File: src/rtl/mcycle_pkg.sv
// Shared types and constants for the multi-cycle multiply/divide sequencer.
package mcycle_pkg;

  typedef enum logic [2:0] {
    IDLE = 3'd0,
    PREP = 3'd1,
    ITER = 3'd2,
    FIX  = 3'd3,
    DONE = 3'd4
  } mcycle_state_e;

  localparam logic       MCYCLE_MUL   = 1'b0;
  localparam logic       MCYCLE_DIV   = 1'b1;
  localparam logic [1:0] ALU_CTRL_ADD = 2'b00;
  localparam logic [1:0] ALU_CTRL_SUB = 2'b01;
  localparam int         FLAG_C_IDX   = 1;
  localparam int         ITER_COUNT   = 32;

  localparam int               CNT_W    = $clog2(ITER_COUNT);
  localparam logic [CNT_W-1:0] CNT_LAST = CNT_W'(ITER_COUNT - 1);
  localparam logic [CNT_W-1:0] CNT_ONE  = CNT_W'(1);

endpackage

File: src/rtl/mcycle_negate.sv
// Two's-complement conditional negate; driving en_i with the MSB gives abs().
module mcycle_negate #(
  parameter int W = 32
) (
  input  logic [W-1:0] in_i,
  input  logic         en_i,
  output logic [W-1:0] out_o
);

  logic [W-1:0] one_s;

  assign one_s = {{(W-1){1'b0}}, 1'b1};

  // Negate when enabled, otherwise pass through.
  always_comb begin
    if (en_i) begin
      out_o = ~in_i + one_s;
    end else begin
      out_o = in_i;
    end
  end

endmodule

File: src/rtl/mcycle_seq.sv
// Multi-cycle multiply/divide sequencer time-sharing an external 32-bit ALU.
// Signed operation and the FIX state exist only when MCYCLE_SIGNED_EN is defined.
module mcycle_seq
  import mcycle_pkg::*;
#(
  parameter int WIDTH = 32
) (
  input  logic             CLK,
  input  logic             RESETn,
  input  logic             Start,
  input  logic             MCycleOp,
  input  logic             Signed,
  input  logic [WIDTH-1:0] Operand1,
  input  logic [WIDTH-1:0] Operand2,
  output logic [WIDTH-1:0] Result1,
  output logic [WIDTH-1:0] Result2,
  output logic             DivZero,
  output logic             Busy,
  output logic             Done,
  output logic [WIDTH-1:0] ALU_SrcA,
  output logic [WIDTH-1:0] ALU_SrcB,
  output logic [1:0]       ALU_Control,
  input  logic [WIDTH-1:0] ALU_Result,
  input  logic [3:0]       ALU_Flags
);

  mcycle_state_e    state_q;
  logic             op_q;
  logic [CNT_W-1:0] cnt_q;
  // hi holds the product high word / remainder, lo the multiplier / dividend-quotient
  logic [WIDTH-1:0] acc_hi_q;
  logic [WIDTH-1:0] acc_lo_q;
  logic [WIDTH-1:0] opb_q;

  logic [WIDTH-1:0] rem_sh_s;
  logic [WIDTH-1:0] acc_hi_d;
  logic [WIDTH-1:0] acc_lo_d;
  logic             alu_c_s;
  logic [WIDTH-1:0] mag_a_s;
  logic [WIDTH-1:0] mag_b_s;
  logic             need_fix_s;
  logic             unused_flags_s;

  assign unused_flags_s = ^{ALU_Flags[3:2], ALU_Flags[0]};
  assign alu_c_s        = ALU_Flags[FLAG_C_IDX];
  assign rem_sh_s       = {acc_hi_q[WIDTH-2:0], acc_lo_q[WIDTH-1]};

`ifdef MCYCLE_SIGNED_EN
  logic               signed_q;
  logic               neg_lo_q;
  logic               neg_hi_q;
  logic               sgn_a_s;
  logic               sgn_b_s;
  logic [2*WIDTH-1:0] prod_neg_s;
  logic [WIDTH-1:0]   quo_neg_s;
  logic [WIDTH-1:0]   rem_neg_s;

  assign sgn_a_s    = signed_q & acc_lo_q[WIDTH-1];
  assign sgn_b_s    = signed_q & opb_q[WIDTH-1];
  assign need_fix_s = neg_lo_q | neg_hi_q;

  mcycle_negate #(.W(WIDTH)) u_abs_a (.in_i(acc_lo_q), .en_i(sgn_a_s), .out_o(mag_a_s));
  mcycle_negate #(.W(WIDTH)) u_abs_b (.in_i(opb_q),    .en_i(sgn_b_s), .out_o(mag_b_s));
  mcycle_negate #(.W(2*WIDTH)) u_neg_prod (
    .in_i ({acc_hi_q, acc_lo_q}),
    .en_i (neg_lo_q),
    .out_o(prod_neg_s)
  );
  mcycle_negate #(.W(WIDTH)) u_neg_quo (.in_i(acc_lo_q), .en_i(neg_lo_q), .out_o(quo_neg_s));
  mcycle_negate #(.W(WIDTH)) u_neg_rem (.in_i(acc_hi_q), .en_i(neg_hi_q), .out_o(rem_neg_s));
`else
  logic unused_signed_s;

  assign unused_signed_s = Signed;
  assign mag_a_s         = acc_lo_q;
  assign mag_b_s         = opb_q;
  assign need_fix_s      = 1'b0;
`endif

  // ALU operand steering and one shift-add / restoring-division step.
  always_comb begin
    ALU_SrcA    = '0;
    ALU_SrcB    = '0;
    ALU_Control = ALU_CTRL_ADD;
    if (state_q == ITER) begin
      ALU_SrcB = opb_q;
      if (op_q == MCYCLE_MUL) begin
        ALU_SrcA    = acc_hi_q;
        ALU_Control = ALU_CTRL_ADD;
      end else begin
        ALU_SrcA    = rem_sh_s;
        ALU_Control = ALU_CTRL_SUB;
      end
    end else begin
      ALU_SrcA = '0;
    end

    if (op_q == MCYCLE_MUL) begin
      if (acc_lo_q[0]) begin
        acc_hi_d = {alu_c_s, ALU_Result[WIDTH-1:1]};
        acc_lo_d = {ALU_Result[0], acc_lo_q[WIDTH-1:1]};
      end else begin
        acc_hi_d = {1'b0, acc_hi_q[WIDTH-1:1]};
        acc_lo_d = {acc_hi_q[0], acc_lo_q[WIDTH-1:1]};
      end
    end else begin
      if (alu_c_s) begin
        acc_hi_d = ALU_Result;
        acc_lo_d = {acc_lo_q[WIDTH-2:0], 1'b1};
      end else begin
        acc_hi_d = rem_sh_s;
        acc_lo_d = {acc_lo_q[WIDTH-2:0], 1'b0};
      end
    end
  end

  // Sequencer FSM with registered handshake and result outputs.
  always_ff @(posedge CLK or negedge RESETn) begin
    if (!RESETn) begin
      state_q  <= IDLE;
      op_q     <= MCYCLE_MUL;
      cnt_q    <= '0;
      acc_hi_q <= '0;
      acc_lo_q <= '0;
      opb_q    <= '0;
      Result1  <= '0;
      Result2  <= '0;
      DivZero  <= 1'b0;
      Busy     <= 1'b0;
      Done     <= 1'b0;
`ifdef MCYCLE_SIGNED_EN
      signed_q <= 1'b0;
      neg_lo_q <= 1'b0;
      neg_hi_q <= 1'b0;
`endif
    end else begin
      case (state_q)
        IDLE: begin
          Done <= 1'b0;
          if (Start) begin
            op_q     <= MCycleOp;
            acc_hi_q <= '0;
            acc_lo_q <= Operand1;
            opb_q    <= Operand2;
            cnt_q    <= '0;
            Busy     <= 1'b1;
            state_q  <= PREP;
`ifdef MCYCLE_SIGNED_EN
            signed_q <= Signed;
`endif
          end
        end
        PREP: begin
          if ((op_q == MCYCLE_DIV) && (opb_q == '0)) begin
            Result1 <= '1;
            Result2 <= acc_lo_q;
            DivZero <= 1'b1;
            Done    <= 1'b1;
            Busy    <= 1'b0;
            state_q <= DONE;
          end else begin
            acc_hi_q <= '0;
            acc_lo_q <= (op_q == MCYCLE_MUL) ? mag_b_s : mag_a_s;
            opb_q    <= (op_q == MCYCLE_MUL) ? mag_a_s : mag_b_s;
            state_q  <= ITER;
`ifdef MCYCLE_SIGNED_EN
            // quotient (and product) sign is the XOR; remainder follows the dividend
            neg_lo_q <= sgn_a_s ^ sgn_b_s;
            neg_hi_q <= (op_q == MCYCLE_MUL) ? (sgn_a_s ^ sgn_b_s) : sgn_a_s;
`endif
          end
        end
        ITER: begin
          acc_hi_q <= acc_hi_d;
          acc_lo_q <= acc_lo_d;
          cnt_q    <= cnt_q + CNT_ONE;
          if (cnt_q == CNT_LAST) begin
            if (need_fix_s) begin
              state_q <= FIX;
            end else begin
              Result1 <= acc_lo_d;
              Result2 <= acc_hi_d;
              if (op_q == MCYCLE_DIV) begin
                DivZero <= 1'b0;
              end
              Done    <= 1'b1;
              Busy    <= 1'b0;
              state_q <= DONE;
            end
          end
        end
`ifdef MCYCLE_SIGNED_EN
        FIX: begin
          if (op_q == MCYCLE_MUL) begin
            Result1 <= prod_neg_s[WIDTH-1:0];
            Result2 <= prod_neg_s[2*WIDTH-1:WIDTH];
          end else begin
            Result1 <= quo_neg_s;
            Result2 <= rem_neg_s;
            DivZero <= 1'b0;
          end
          Done    <= 1'b1;
          Busy    <= 1'b0;
          state_q <= DONE;
        end
`endif
        DONE: begin
          Done    <= 1'b0;
          state_q <= IDLE;
        end
        default: begin
          Busy    <= 1'b0;
          Done    <= 1'b0;
          state_q <= IDLE;
        end
      endcase
    end
  end

endmodule

File: config.mk
export PLATFORM = sky130hd
export DESIGN_NAME = mcycle_seq
export DESIGN_NICKNAME = d
export VERILOG_FILES = /design/src/rtl/mcycle_pkg.sv /design/src/rtl/mcycle_negate.sv /design/src/rtl/mcycle_seq.sv
export SDC_FILE = /design/constraint.sdc
export NUM_CORES = 1
export LEC_CHECK = 0
export CORE_MARGIN = 2
export CORE_UTILIZATION = 35
export CTS_BUF_LIST = sky130_fd_sc_hd__clkbuf_4 sky130_fd_sc_hd__clkbuf_8
export DETAILED_ROUTE_END_ITERATION = 7
export SKIP_LAST_GASP = 1
export SLEW_MARGIN = 40
export SYNTH_ARGS = -nofsm -noshare
export SYNTH_HDL_FRONTEND = slang
export SYNTH_SLANG_ARGS = --single-unit
File: constraint.sdc
create_clock -name CLK -period 1.95 [get_ports CLK]
set_input_delay 0.2925 -clock CLK [delete_from_list [all_inputs] [get_ports CLK]]
set_output_delay 0.2925 -clock CLK [all_outputs]
set_load 0.05 [all_outputs]
Word-level counts from Yosys, hierarchy flattened
Cells that the tools add are included.
Storage, ports and cells
  input bits: 105
  register bits: 172
  output and inout port bits: 133
Cells by class
  multiplexer cells: 44
  equal/unequal tests: 10
  reductions and logical operators: 17
  bitwise logic cells: 1
  add/sub/neg operators: 1
Operators by type and width (number)
  $mux 32: 20
  $pmux 32 s2: 3
  $pmux 32 s3: 2
  $logic_not 32->1: 1
  $reduce_and 4->1: 4
  $ne 2x2->1 const B: 5
  $pmux 5 s2: 1
  $mux 1: 9
  $mux 3: 3
  $pmux 3 s3: 1
  $reduce_and 2->1: 4
  $reduce_and 3->1: 2
  $reduce_bool 2->1: 3
  $add 5x1->5 const B: 1
  $eq 5x5->1 const B: 1
  $mux 5: 1
  $pmux 1 s2: 2
  $pmux 1 s4: 1
  $eq 3x1->1 const B: 1
  $eq 3x2->1 const B: 1
  $eq 3x3->1 const B: 1
  $logic_not 3->1: 1
  $reduce_bool 3->1: 1
  $mux 2: 1
  3 further kinds: 3

Logic depth before layout (Yosys ltp)
  word-level depth: 4
  mapped depth: 8
  depth with buffers taken out: 6

Worst setup path before layout
OpenSTA, ideal clock, no wires.
  path kind: flip-flop to output port
  from: register op_q
  to: output port ALU_SrcA[11]
  data arrival time: 2208 ps
  slack: -550 ps
  cell stages (with the launch flop): 7
  buffers on the path: 4
  cell sequence: dfrtp_1 > buf_2 > buf_2 > buf_2 > clkbuf_1 > mux2i_1 > nor2_1
Between the ends
  longest elaborated chain between the ends: 2
Ends and longest elaborated chain
  from (decl): RTL line mcycle_seq.sv:28  | logic op_q;
  from (signal assigned): RTL line mcycle_seq.sv:141  | op_q <= MCycleOp;
  $mux 32: RTL line mcycle_seq.sv:87  | if (op_q == MCYCLE_MUL) begin
  $mux 32: RTL line mcycle_seq.sv:85  | if (state_q == ITER) begin
  to (decl): RTL line mcycle_seq.sv:20  | output logic [WIDTH-1:0] ALU_SrcA,
Every way passes these cells.

Final worst setup path
  from: register opb_q[14] (netlist: mag_b_s[14])
  to: register Result2[19]
Between the ends
  longest elaborated chain between the ends: 4
Ends and longest elaborated chain
  from (decl): RTL line mcycle_seq.sv:33  | logic [WIDTH-1:0] opb_q;
  from (signal assigned): RTL line mcycle_seq.sv:144  | opb_q <= Operand2;
  from (signal assigned): RTL line mcycle_seq.sv:164  | opb_q <= (op_q == MCYCLE_MUL) ? mag_a_s : mag_b_s;
  $logic_not 32->1: RTL line mcycle_seq.sv:154  | if ((op_q == MCYCLE_DIV) && (opb_q == '0)) begin
  $logic_and 1x1->1: RTL line mcycle_seq.sv:154
  $ne 2x2->1 (no source line)
  $reduce_and 3->1 (no source line)
  to (signal assigned): RTL line mcycle_seq.sv:156  | Result2 <= acc_lo_q;
  to (signal assigned): RTL line mcycle_seq.sv:182  | Result2 <= acc_hi_d;
  to (decl): RTL line mcycle_seq.sv:16  | output logic [WIDTH-1:0] Result2,
Every way passes these cells.
A chain may end at the register's enable or synchronous reset.

==> impl_metrics.sql <==
INSERT INTO impl_metrics (metric_group, metric, value, unit) VALUES
('synthesis', 'post_synth_most_frequent_cells', 'dfrtp_1 (172), nor2_1 (165), mux2i_1 (159)', ''),
('clocking', 'ctsRootBufferMaster', 'clkbuf_8', ''),
('grt', 'grt_first_pass_wirelength', '55500', 'microns'),
('timing', 'timing_hold_violations_final', '0', ''),
('grt', 'antenna_found_initial', '1', ''),
('min_path', 'worst_hold_path_type', 'input port to asynchronous set/reset pin', ''),
('place', 'dp_cells', '1619', ''),
('routing', 'first_iter_violations', '619', ''),
('timing', 'layout_setup_ws', '-0.453', 'ns'),
('clocking', 'cts.reportedPaths.clkPinSlew', '0.10', 'ns'),
('critical_path', 'data_required_time_of_the_critical_path', '2.30', 'ns'),
('synthesis', 'synth_edf_count', '0', ''),
('clocking', 'cts_inserted_buffers', '17', ''),
('routing', 'ant_nets', '0', ''),
('routing', 'drc_errors', '0', ''),
('grt', 'grt_start_max_net_pins', '52', ''),
('timing', 'fmax', '416', 'MHz'),
('clocking', 'cts-root-to-sink-buffers', '2', ''),
('flow_run', 'maxCapViolCount', '0', ''),
('timing', 'setup-violations-final', '164', ''),
('routing', 'routed_wire_length_per_instance', '21.9', 'microns'),
('critical_path', 'cp_top_family', 'buffers and inverters', ''),
('timing', 'max-slew-margin-rel', '0.629', ''),
('routing', 'routed-via-count', '9201', ''),
('place', 'hpwl', '22000', 'microns'),
('routing', 'first_pass_iters', '4', ''),
('timing', 'skew', '0.0165', 'ns'),
('floorplan', 'die_width', '170', 'microns'),
('critical_path', 'worstPathCellList', 'nor4_2 -> buf_4 -> nand4_1 -> o31a_1 -> nor3_4 -> buf_6 -> buf_6 -> clkbuf_16 -> mux2_4', ''),
('timing', 'tightest_slew', '0.555', 'ns'),
('pwr', 'worst_vdd_rail_ir_drop', '790', 'uV'),
('floorplan', 'die_area', '28900', 'sq um'),
('run_status', 'violations', 'setup timing', ''),
('floorplan', 'design.core.area', '27000', 'sq um'),
('finish', 'instances_no_fill', '1724', ''),
('timing', 'finalCriticalPeriod', '2.40', 'ns'),
('timing', 'final.period_utilization', '1.23', ''),
('synthesis', 'synthCells', '1044', ''),
('timing', 'setup_repair_after_global_routing_missed_its_margin', 'true', ''),
('critical_path', 'worstSetupEndpointType', 'flip-flop', ''),
('synthesis', 'synth.lib_cells_used.distinct', '44', ''),
('place', 'port-buffer-count', '232', ''),
('critical_path', 'cp_slowest_cell', 'dfrtp_1', ''),
('clocking', 'cts_tree', 'built', ''),
('critical_path', 'maximum_cell_stage_delay_along_the_critical_path', '0.41', 'ns'),
('place', 'routabilityCongestion', '0.830', ''),
('critical_path', 'timing.setup.critical_path_class', 'flip-flop to flip-flop', ''),
('finish', 'fill_cells', '2169', ''),
('critical_path', 'cpMostUsedCell', 'buf_6', ''),
('floorplan', 'ios', '238', ''),
('routing', 'routed_wl', '37800', 'microns'),
('run_status', 'run_status', 'complete, but fails checks', ''),
('clocking', 'cts.sinks', '172', ''),
('finish', 'utilization', '0.600', ''),
('critical_path', 'critical_path_arrival', '2.76', 'ns'),
('synthesis', 'synthDominantAreaCellType', 'dfrtp_1', ''),
('synthesis', 'syn_area', '9660', 'sq um'),
('critical_path', 'setup.worst_path.start_class', 'flip-flop', ''),
('synthesis', 'synthFlopType', 'dfrtp_1', ''),
('synthesis', 'post-synth-top-count-cell', 'dfrtp_1', ''),
('finish', 'layout-drive-gt1-share', '0.331', ''),
('synthesis', 'synth_async_sr_flop_share', '1.00', ''),
('critical_path', 'path_max_fanout', '6', ''),
('grt', 'grt_use_total', '0.254', ''),
('timing', 'timing_max_transition_violations_final', '0', ''),
('floorplan', 'die_height', '170', 'microns'),
('clocking', 'clkLatencyLatePin', '0.47', 'ns'),
('routing', 'via_per_inst', '5.34', ''),
('synthesis', 'yosys.area.top_type_share', '0.446', ''),
('finish', 'design.final.nets', '1476', ''),
('finish', 'sequential_cell_area', '4310', 'sq um');
layer usage:
layer	part of all wire	global-route usage
met1	0.43	0.345
met3	0.057	0.0521
met5	0	0
met2	0.48	0.408
met4	0.028	0.0806
sequential cells by signal, indices dropped and copies added (netlist names):
signal	count
acc_lo_q	32
mag_b_s	32
Busy	1
state_q	3
cnt_q	5
DivZero	1
Done	1
Result1	32
acc_hi_q	32
op_q	1
Result2	32
layout make-up:
class / count / share of cell area
Clock inverter: 9 / 0.00524
Tap cell: 341 / 0.0263
Inverter: 34 / 0.00802
Multi-Input combinational cell: 759 / 0.353
Antenna cell: 1 / 0.000154
Sequential cell: 172 / 0.266
Timing Repair Buffer: 385 / 0.323
Clock buffer: 23 / 0.0191
through the flow:
stage                     area (sq um)  hold slack [ns]  worst slack [ns]  power, mW  TNS, ns
after global routing             16200            0.380            -0.534       31.1   -53.25
final                            16200            0.340            -0.453       29.5   -40.33
after CTS                        15500            0.348            -0.376       27.9   -37.44
after floorplan                  10000         -0.00309           -0.0765       16.0    -4.82
after detailed placement         13800            0.286            -0.362       21.9   -30.36
after global placement           13800            0.281            -0.306       21.6   -25.02
logic make-up after synthesis:
| logic type | count (synthesis) | share of synthesized area |
|---|---|---|
| XOR/XNOR | 1 | 0.000907 |
| AO/OA/AOI/OAI | 180 | 0.109 |
| buffers and inverters | 113 | 0.0499 |
| flip-flops | 172 | 0.446 |
| other | 1 | 0.000388 |
| multiplexers | 223 | 0.239 |
| adder cells (fa/ha/maj) | 2 | 0.00259 |
| AND/OR/NAND/NOR | 352 | 0.152 |
power by group:
group / switching, mW / internal (mW)
combinational: 10.5 / 9.50
sequential: 1.85 / 5.14
clock: 1.37 / 1.20
worst reg2reg max path: cells and delay by family (launching register included):
kind	cells	cell delay, ns
buffers and inverters	4	0.64
and+or+nand+nor	3	0.62
DFF	1	0.41
AOI/OAI and AO/OA	1	0.34
muxes	1	0.30
path summary, 6_finish.rpt:
kind                                    startpoint                 endpoint  slack, ns  cells past startpoint
hold / removal                              RESETn  Result1[25]$_DFFE_PN0P_       0.34                      2
min in group CLK                      Operand2[23]  mag_b_s[23]$_DFFE_PN0P_       0.45                      3
hold reg to reg             Result2[8]$_DFFE_PN0P_   Result2[8]$_DFFE_PN0P_       0.49                      1
max in group asynchronous                   RESETn   state_q[2]$_DFFE_PN0P_       0.92                      3
setup reg to reg           mag_b_s[14]$_DFFE_PN0P_  Result2[19]$_DFFE_PN0P_      -0.45                      9
setup / recovery           mag_b_s[14]$_DFFE_PN0P_  Result2[19]$_DFFE_PN0P_      -0.45                      9
repair_timing:
action | in CTS | in global routing
hold buffers | 1 | 0
gates cloned | 23 | 8
endpoints found under the setup margin | 231 | 289
pin swaps | 18 | 25
hold endpoints to repair | 46 | 0
gates resized for setup | 114 | 195
setup buffers | 31 | 17
cells in the final DEF (no fill, tap or decap), types with 21 or more instances in the layout:
| cell type | count |
|---|---|
| a21oi_1 | 33 |
| a221oi_1 | 31 |
| and2_4 | 31 |
| buf_12 | 89 |
| buf_4 | 91 |
| clkbuf_8 | 22 |
| clkdlybuf4s50_1 | 98 |
| dfrtp_1 | 167 |
| dlymetal6s2s_1 | 60 |
| inv_1 | 32 |
| mux2_4 | 48 |
| mux2i_1 | 137 |
| mux2i_2 | 21 |
| nand2_1 | 132 |
| nor2_1 | 130 |
| nor2_4 | 34 |
| o21ai_0 | 65 |
| o21ai_2 | 31 |
Note: power is estimated with default switching activity, not from simulation.
